<file path="src/rtl/debounce_edge_fsm.sv">
// debounce_edge_fsm
//
// Cleans up a raw mechanical switch or button input. There are three stages:
//   1. A two-flop synchronizer brings the asynchronous input into the clk
//      domain.
//   2. A four-state FSM with a down-counter accepts a new level only after
//      it has been stable for a full window of 2**N clock cycles.
//   3. Registered one-cycle ticks mark each accepted rising and falling edge.
//
// Parameters
//   N          counter width; the stable window is 2**N clk cycles (N >= 1)
//
// Ports
//   clk        in   system clock, every flop runs on its rising edge
//   reset      in   synchronous, active-high reset
//   sw         in   raw asynchronous switch input (may bounce)
//   db_level   out  debounced level, registered
//   db_tick    out  one-cycle pulse on a debounced rising edge, registered
//   fall_tick  out  one-cycle pulse on a debounced falling edge, registered

module debounce_edge_fsm #(
   parameter int N = 20
) (
   input  logic clk,
   input  logic reset,
   input  logic sw,
   output logic db_level,
   output logic db_tick,
   output logic fall_tick
);

   typedef enum logic [1:0] {
      ZERO  = 2'd0,
      WAIT1 = 2'd1,
      ONE   = 2'd2,
      WAIT0 = 2'd3
   } state_t;

   localparam logic [N-1:0] Q_MAX = '1;
   localparam logic [N-1:0] Q_ONE = N'(1);

   state_t         state;
   state_t         state_next;
   logic [N-1:0]   q;
   logic [N-1:0]   q_next;
   logic           s1;
   logic           s_sync;
   logic           level_next;
   logic           rise_next;
   logic           fall_next;

   // Two-flop synchronizer. Only s_sync is ever seen by the FSM, so a
   // metastable first stage never reaches the decision logic.
   always_ff @(posedge clk) begin
      if (reset) begin
         s1     <= 1'b0;
         s_sync <= 1'b0;
      end else begin
         s1     <= sw;
         s_sync <= s1;
      end
   end

   // State, counter and output registers. The outputs are loaded from the
   // next-state decode, so db_level and the ticks change on the same edge
   // as the state they describe.
   always_ff @(posedge clk) begin
      if (reset) begin
         state     <= ZERO;
         q         <= '0;
         db_level  <= 1'b0;
         db_tick   <= 1'b0;
         fall_tick <= 1'b0;
      end else begin
         state     <= state_next;
         q         <= q_next;
         db_level  <= level_next;
         db_tick   <= rise_next;
         fall_tick <= fall_next;
      end
   end

   // Next-state and counter logic. A WAIT state loads the counter with the
   // full window on entry and counts down while the new level holds. Any
   // opposite sample drops back to the stable state, so the next attempt
   // starts a fresh window. The counter leaves its WAIT state at zero, so
   // it never wraps.
   always_comb begin
      state_next = state;
      q_next     = q;
      rise_next  = 1'b0;
      fall_next  = 1'b0;

      unique case (state)
         ZERO: begin
            if (s_sync) begin
               state_next = WAIT1;
               q_next     = Q_MAX;
            end
         end
         WAIT1: begin
            if (!s_sync) begin
               state_next = ZERO;
            end else if (q != '0) begin
               q_next = q - Q_ONE;
            end else begin
               state_next = ONE;
               rise_next  = 1'b1;
            end
         end
         ONE: begin
            if (!s_sync) begin
               state_next = WAIT0;
               q_next     = Q_MAX;
            end
         end
         WAIT0: begin
            if (s_sync) begin
               state_next = ONE;
            end else if (q != '0) begin
               q_next = q - Q_ONE;
            end else begin
               state_next = ZERO;
               fall_next  = 1'b1;
            end
         end
         default: begin
            state_next = ZERO;
         end
      endcase

      level_next = (state_next == ONE) || (state_next == WAIT0);
   end

endmodule
</file>
<file path="config.mk">
export PLATFORM = sky130hd
export DESIGN_NAME = debounce_edge_fsm
export DESIGN_NICKNAME = d
export VERILOG_FILES = /design/src/rtl/debounce_edge_fsm.sv
export SDC_FILE = /design/constraint.sdc
export NUM_CORES = 1
export LEC_CHECK = 0
export CAP_MARGIN = 5
export CORE_ASPECT_RATIO = 0.5
export CORE_MARGIN = 4
export CORE_UTILIZATION = 25
export DETAILED_ROUTE_END_ITERATION = 8
export PLACE_DENSITY_LB_ADDON = 0.08
export SYNTH_ARGS = -nofsm -noshare
export SYNTH_HDL_FRONTEND = slang
export SYNTH_SLANG_ARGS = --single-unit
</file>
<file path="constraint.sdc">
create_clock -name clk -period 3 [get_ports clk]
set_input_delay 0.75 -clock clk [delete_from_list [all_inputs] [get_ports clk]]
set_output_delay 0.75 -clock clk [all_outputs]
set_load 0.01 [all_outputs]
</file>
==> results of run 1 <==
final timing paths:
kind	startpoint	cells after the start	end	slack (ns)
setup reg to reg	q[0]	7	q[9]	0.85
hold / removal	s1	1	s_sync	0.46
hold reg to reg	s1	1	s_sync	0.46
setup / recovery	q[0]	7	q[9]	0.85
cell usage after synthesis, drive strengths merged (2+ instances only):
cell | number | area share, %
a211oi | 4 | 2.6
or4b | 3 | 2.8
nand3 | 3 | 1.1
a31oi | 3 | 1.4
nor4 | 4 | 2.8
clkbuf | 5 | 1.4
inv | 4 | 1.1
xnor2 | 5 | 3.2
buf | 4 | 2.0
o41ai | 2 | 1.3
nand2b | 3 | 1.9
nor3 | 9 | 4.2
nor2b | 2 | 0.93
a21boi | 2 | 1.4
nand4 | 3 | 1.9
or3 | 3 | 1.8
a21oi | 15 | 5.6
dfxtp | 26 | 39
nor4b | 3 | 1.9
nand2 | 10 | 3.0
a311oi | 8 | 5.7
o21ai | 2 | 0.74
nand3b | 2 | 1.1
nor2 | 13 | 3.8
state kept, by name, indices dropped and copies added (netlist names):
signal     cells
q             20
s_sync         1
state          1
db_tick        1
s1             1
db_level       1
fall_tick      1
metal layers:
metal | vias up | routed length [um] | part of all wire (%)
li1 | 570 | - | -
met1 | 535 | 1773 | 55
met2 | 19 | 1287 | 40
met3 | 2 | 161 | 4.9
met4 | 0 | 30 | 0.92
met5 | - | 0 | 0
cell type report:
class | instances | area (um^2) | area share (%)
inverter | 4 | 15.01 | 0.9885
clock buffer | 4 | 55.05 | 3.624
sequential | 26 | 520.5 | 34.27
timing repair buffer | 8 | 72.57 | 4.778
multi-input combinational | 111 | 768.2 | 50.58
tap | 70 | 87.58 | 5.766
kinds of logic after synthesis:
logic type,count (synthesis),share of synthesized area (%)
compound gates,39,20.57
xor+xnor,6,3.892
fa+ha+maj,1,0.9266
buf+inv,13,4.541
flops,26,38.55
mux,1,0.7415
simple gates,64,30.77
stage by stage:
step	utilization [%]	hold WS (ns)	instances	total power, mW	setup WS (ns)
5_1_grt	29.98	0.4849	223	0.8235	0.5861
3_3_place_gp	28.89	0.4407	219	0.5572	0.8945
6_report	29.98	0.4605	223	0.7809	0.8472
4_1_cts	29.98	0.4637	223	0.7882	0.8302
2_1_floorplan	-	0.4138	150	0.5237	1.012
3_5_place_dp	28.89	0.4314	219	0.5553	0.8720
power breakdown:
group          leakage, nW  internal, mW  switching [mW]
registers            0.213         0.365          0.0253
logic                0.243        0.0661          0.0924
clock network       0.0288         0.118           0.114
total                0.485         0.549           0.232
==> results by group, run 1 <==
Critical path
  – Worst Path Max Fanout: 16
  – CP arrival: 2.35 ns
  – Worst-path cell chain: inv_1 -> ha_1 -> or4b_4 -> nor3_4 -> a21boi_2 -> a21oi_1 -> a311oi_2
  – Slowest cell delay on critical path: 0.62 ns
  – Worst path required time: 3.19 ns
  – Crit-path slowest cell: a21boi_2
  – Worst path bufs/invs: 1
  – Crit path kind: flop to flop
  – Crit end category: flop
  – Cell family with most CP delay: compound AO/OA/AOI/OAI gates
  – CP startpoint kind: flop

Logic synthesis
  – Register area share after synthesis: 38.55%
  – Ys Warns: 0
  – Asr flop ratio synth: 0%
  – EDFF count, synth: 0
  – Cell Area, Synth: 1350 um^2
  – Mapped Cells: 150
  – Top_reg_cell synth: dfxtp_1
  – Syn Area/Cell: 9.000 um^2
  – Post-synth net total: 154
  – Synth cell types: 50
  – Register bit count reported by yosys: 26

Floorplan
  – Die area: 6711 um^2
  – Starting Density: 26.64%
  – Die Width: 111.9 um
  – Row Count: 18
  – Core ar.: 5067 um^2
  – Die height: 59.96 um
  – Io pins: 6

Layout
  – Design area: 1519 um^2
  – # diodes: 0
  – Most common cell after layout, fill and taps aside: dfxtp_1
  – Area delta synth->final: 12.51%
  – Most frequent cells in the layout: dfxtp_1 (26), a21oi_1 (15), nor2_1 (12), nand2_1 (9), nor3_1 (8)
  – Fillcell total: 546
  – Fraction of layout cells with a size suffix above 1: 14.38%
  – NumNets Final: 158

Clock network
  – CTS resizes: 0
  – Clock Root Buffer: clkbuf_8
  – CTS tree: built
  – Clk slew on worst S/H paths: 0.09 ns
  – Clock buffer depth: 2
  – CTS Hold Bufs: 0
  – Htree depth: 1
  – TritonCTS Buffers: 3
  – Clock Sinks: 26
  – Post-CTS Setup Bufs: 0
  – Worst-Skew Late Latency: 0.27 ns

Global route
  – Antenna violations before repair: 0
  – Pin count of the biggest net entering global routing: 27
  – Gr usage total: 10.77%
  – GR Overflow Total: 0
  – Most used routing layer: met2
  – Number of global-route vias before repair: 1055
  – Grt met2 use: 15.50%
  – GR Util met3: 3.539%
  – Met1 GRT Util: 15.47%
  – First-pass GRT wire length: 5595 um

Placed design
  – GP Congestion: 0.6927
  – Cell area after placement: 1464 um^2
  – HPWL Detailed: 2209 um
  – Buffers on Ports: 5

Routing
  – DR vias: 1126
  – First-pass DRT Iterations: 4
  – DRT Wirelength: 3253 um
  – Drt drc: 0
  – Vias per cell: 5.049
  – Post-DRT Antenna Nets: 0
  – Post-DR wirelength/cell: 14.59 um
  – Initial DRC Count: 42

Status
  – Status: completed

Pwr
  – P_leak: 0.4849 nW
  – Worst VDD drop: 190.3 uV
  – Pwr Density: 514.1 nW/um^2

STA
  – Final Slew Violations: 0
  – Slew headroom: 47.65%
  – RSZ-0062 raised after global routing: no
  – Fin Setup TNS: 0 ns
  – Max Fclk: 0.4645 GHz
  – Final setup skew: 0.002261 ns
  – Final period util: 71.76%
  – Worst slew pin tran: 0.7806 ns
  – Final Setup Violations: 0
  – Minimum clock period: 2.153 ns
  – Final Hold Vio Count: 0

Run
  – # Max-Cap Violations: 0

Hold path
  – Hold crit path type: flop to flop
Note: power is estimated with default switching activity, not from simulation.
==> run 2: changes to the inputs <==
==> constraint.sdc (replaced) <==
create_clock -name clk -period 2.2 [get_ports clk]
set_input_delay 0.55 -clock clk [delete_from_list [all_inputs] [get_ports clk]]
set_output_delay 0.55 -clock clk [all_outputs]
set_load 0.01 [all_outputs]
==> run 2 against run 1 <==
- critical path type unchanged
- highest routed layer unchanged
- non-clock buffer count rose by 10
- sequential cell count unchanged
- via count grew 4.9%
- largest power group unchanged
- cell count increased by 4.5%
- final area up 9.6%
- utilization is 2.9 points higher
- largest cell class unchanged
- sequential share of layout area is 2.8 points lower
- first-iteration DRC count decreased by 4.8%
==> results by group, run 2 (same netlist as run 1, synthesis figures left out) <==
Clock network
  – CTS tree: built
  – Worst-Skew Late Latency: 0.28 ns (about the same)
  – Clock buffer depth: 2 (unchanged)
  – Clock Sinks: 26 (unchanged)
  – CTS Hold Bufs: 0 (unchanged)
  – Clock Root Buffer: clkbuf_8
  – Htree depth: 1 (unchanged)
  – TritonCTS Buffers: 3 (unchanged)
  – Clk slew on worst S/H paths: 0.10 ns (about the same)

Layout
  – Top reg by flops: q
  – Fraction of layout cells with a size suffix above 1: 23.93% (+9.5 points)
  – Largest register FFs: 20 (unchanged)
  – # diodes: 0 (unchanged)
  – Design area: 1665 um^2 (+9.6%)
  – NumNets Final: 168 (+6.3%)
  – Non-filler instance count after layout: 233 (+4.5%)
  – Area delta synth->final: 23.36%
  – Most frequent cells in the layout: dfxtp_1 (25), a21oi_1 (15), buf_4 (13), nor2_1 (12), nand2_1 (9)
  – Most common cell after layout, fill and taps aside: dfxtp_1

STA
  – Final worst setup slack: 0.05567 ns (-0.7915 ns)
  – Slew headroom: 68.25% (+21 points)
  – Worst slew pin tran: 0.4750 ns (-0.3056 ns)
  – Fin Setup TNS: 0 ns (unchanged)
  – Minimum clock period: 2.144 ns (-0.008475 ns)
  – Final setup skew: 0.006160 ns (+0.003899 ns)
  – Final Setup Violations: 0 (unchanged)
  – Final Hold Vio Count: 0 (unchanged)
  – Final Slew Violations: 0 (unchanged)
  – Max Fclk: 0.4663 GHz (+0.40%)
  – Final period util: 97.47% (+26 points)

Global route
  – Number of global-route vias before repair: 1137 (+7.8%)
  – Antenna violations before repair: 0 (unchanged)
  – First-pass GRT wire length: 5989 um (+7.0%)
  – Pin count of the biggest net entering global routing: 27 (unchanged)
  – Gr usage total: 11.48% (+0.71 points)
  – GR Overflow Total: 0 (unchanged)

Critical path
  – CP arrival: 2.34 ns (about the same)
  – Worst-path cell chain: inv_1 -> ha_4 -> or4b_4 -> nor3_4 -> nand2_2 -> and3_4 -> a311oi_2
  – Worst Path Max Fanout: 8 (-8)
  – Slowest cell delay on critical path: 0.51 ns (-0.11 ns)
  – Worst path bufs/invs: 1 (unchanged)
  – Cell family with most CP delay: simple AND/OR/NAND/NOR gates
  – CP startpoint kind: flop
  – Crit path kind: flop to flop
  – Worst path required time: 2.39 ns (-0.80 ns)
  – Crit end category: flop
  – Crit-path slowest cell: or4b_4

Placed design
  – Cell area after placement: 1516 um^2 (+3.6%)
  – DP Cell Count: 226 (+3.2%)
  – HPWL Detailed: 2344 um (+6.1%)
  – Buffers on Ports: 5 (unchanged)
  – GP Congestion: 0.7699 (+11%)
  – Pre-CTS setup slack: 0.07300 ns (-0.7990 ns)

Pwr
  – Pwr Density: 721.4 nW/um^2 (+40%)
  – Worst VDD drop: 227.1 uV (+19%)
  – Internal power: 0.8554 mW (+56%)
  – Sequential power share: 44.0% (-6.0 points)
  – NetSw: 0.3460 mW (+49%)
  – Combinational power share: 22.0% (+1.7 points)
  – P_leak: 0.5509 nW (+14%)
  – Clock network fraction of design power: 34.0% (+4.3 points)
  – Sw Ratio: 28.80% (-0.90 points)

Hold path
  – Hold crit path type: flop to flop

Floorplan
  – Die Width: 111.9 um (unchanged)
  – Row Count: 18 (unchanged)
  – Io pins: 6 (unchanged)
  – Die height: 59.96 um (unchanged)
  – Core ar.: 5067 um^2 (unchanged)
  – Starting Density: 26.64% (unchanged)
  – Die area: 6711 um^2 (unchanged)

Routing
  – DRT Wirelength: 3589 um (+10%)
  – First-pass DRT Iterations: 4 (unchanged)
  – Initial DRC Count: 40 (-4.8%)
  – Post-DR wirelength/cell: 15.40 um (+5.6%)
  – Post-DRT Antenna Nets: 0 (unchanged)
  – Drt drc: 0 (unchanged)
  – DR vias: 1181 (+4.9%)
  – Vias per cell: 5.069 (+0.38%)

Run
  – # Max-Cap Violations: 0 (unchanged)

Status
  – Status: completed
==> run 2: area by class of cell <==
cell class                 instances  area, um^2
clock buffer                       3       41.29
clock inverter                     1       30.03
fill                             545        3402
inverter                           4       15.01
multi-input combinational        111       819.5
sequential                        26       524.3
tap                               70       87.58
timing repair buffer              18       147.6
==> run 2: final timing paths <==
kind         depth (start not counted)  endpoint  startpoint  slack (ns)
max reg2reg                          7      q[5]        q[1]        0.06
min reg2reg                          1    s_sync          s1        0.46
max                                  7      q[5]        q[1]        0.06
min                                  1    s_sync          s1        0.46
==> run 2: power groups by stage <==
stage / registers (mW) / logic, mW / clock network, mW
CTS: 0.528 / 0.246 / 0.422
global placement: 0.539 / 0.244 / 0
detailed placement: 0.538 / 0.244 / 0
floorplan: 0.534 / 0.180 / 0
global route: 0.534 / 0.295 / 0.445
finish: 0.528 / 0.264 / 0.409
==> run 2: metal layers <==
metal / wire [um] / vias up / track usage (%)
met5: 0 / - / 0
met4: 44 / 0 / 3.120
met3: 103 / 6 / 3.539
met2: 1503 / 13 / 16.70
met1: 1937 / 570 / 16.37
li1: - / 592 / -
==> run 2: per-stage QoR <==
| stage | util (%) | hold slack (ns) | total power [mW] |
|---|---|---|---|
| 2_1_floorplan | - | 0.4138 | 0.7142 |
| 6_report | 32.86 | 0.4622 | 1.201 |
| 4_1_cts | 31.33 | 0.4643 | 1.195 |
| 5_1_grt | 32.86 | 0.4709 | 1.274 |
| 3_5_place_dp | 29.93 | 0.4352 | 0.7820 |
| 3_3_place_gp | 29.93 | 0.4271 | 0.7833 |
==> run 2: what timing repair did <==
action | in CTS | in global routing
endpoints found under the setup margin | 0 | 9
resized for setup | 0 | 10
buffers inserted | 0 | 3
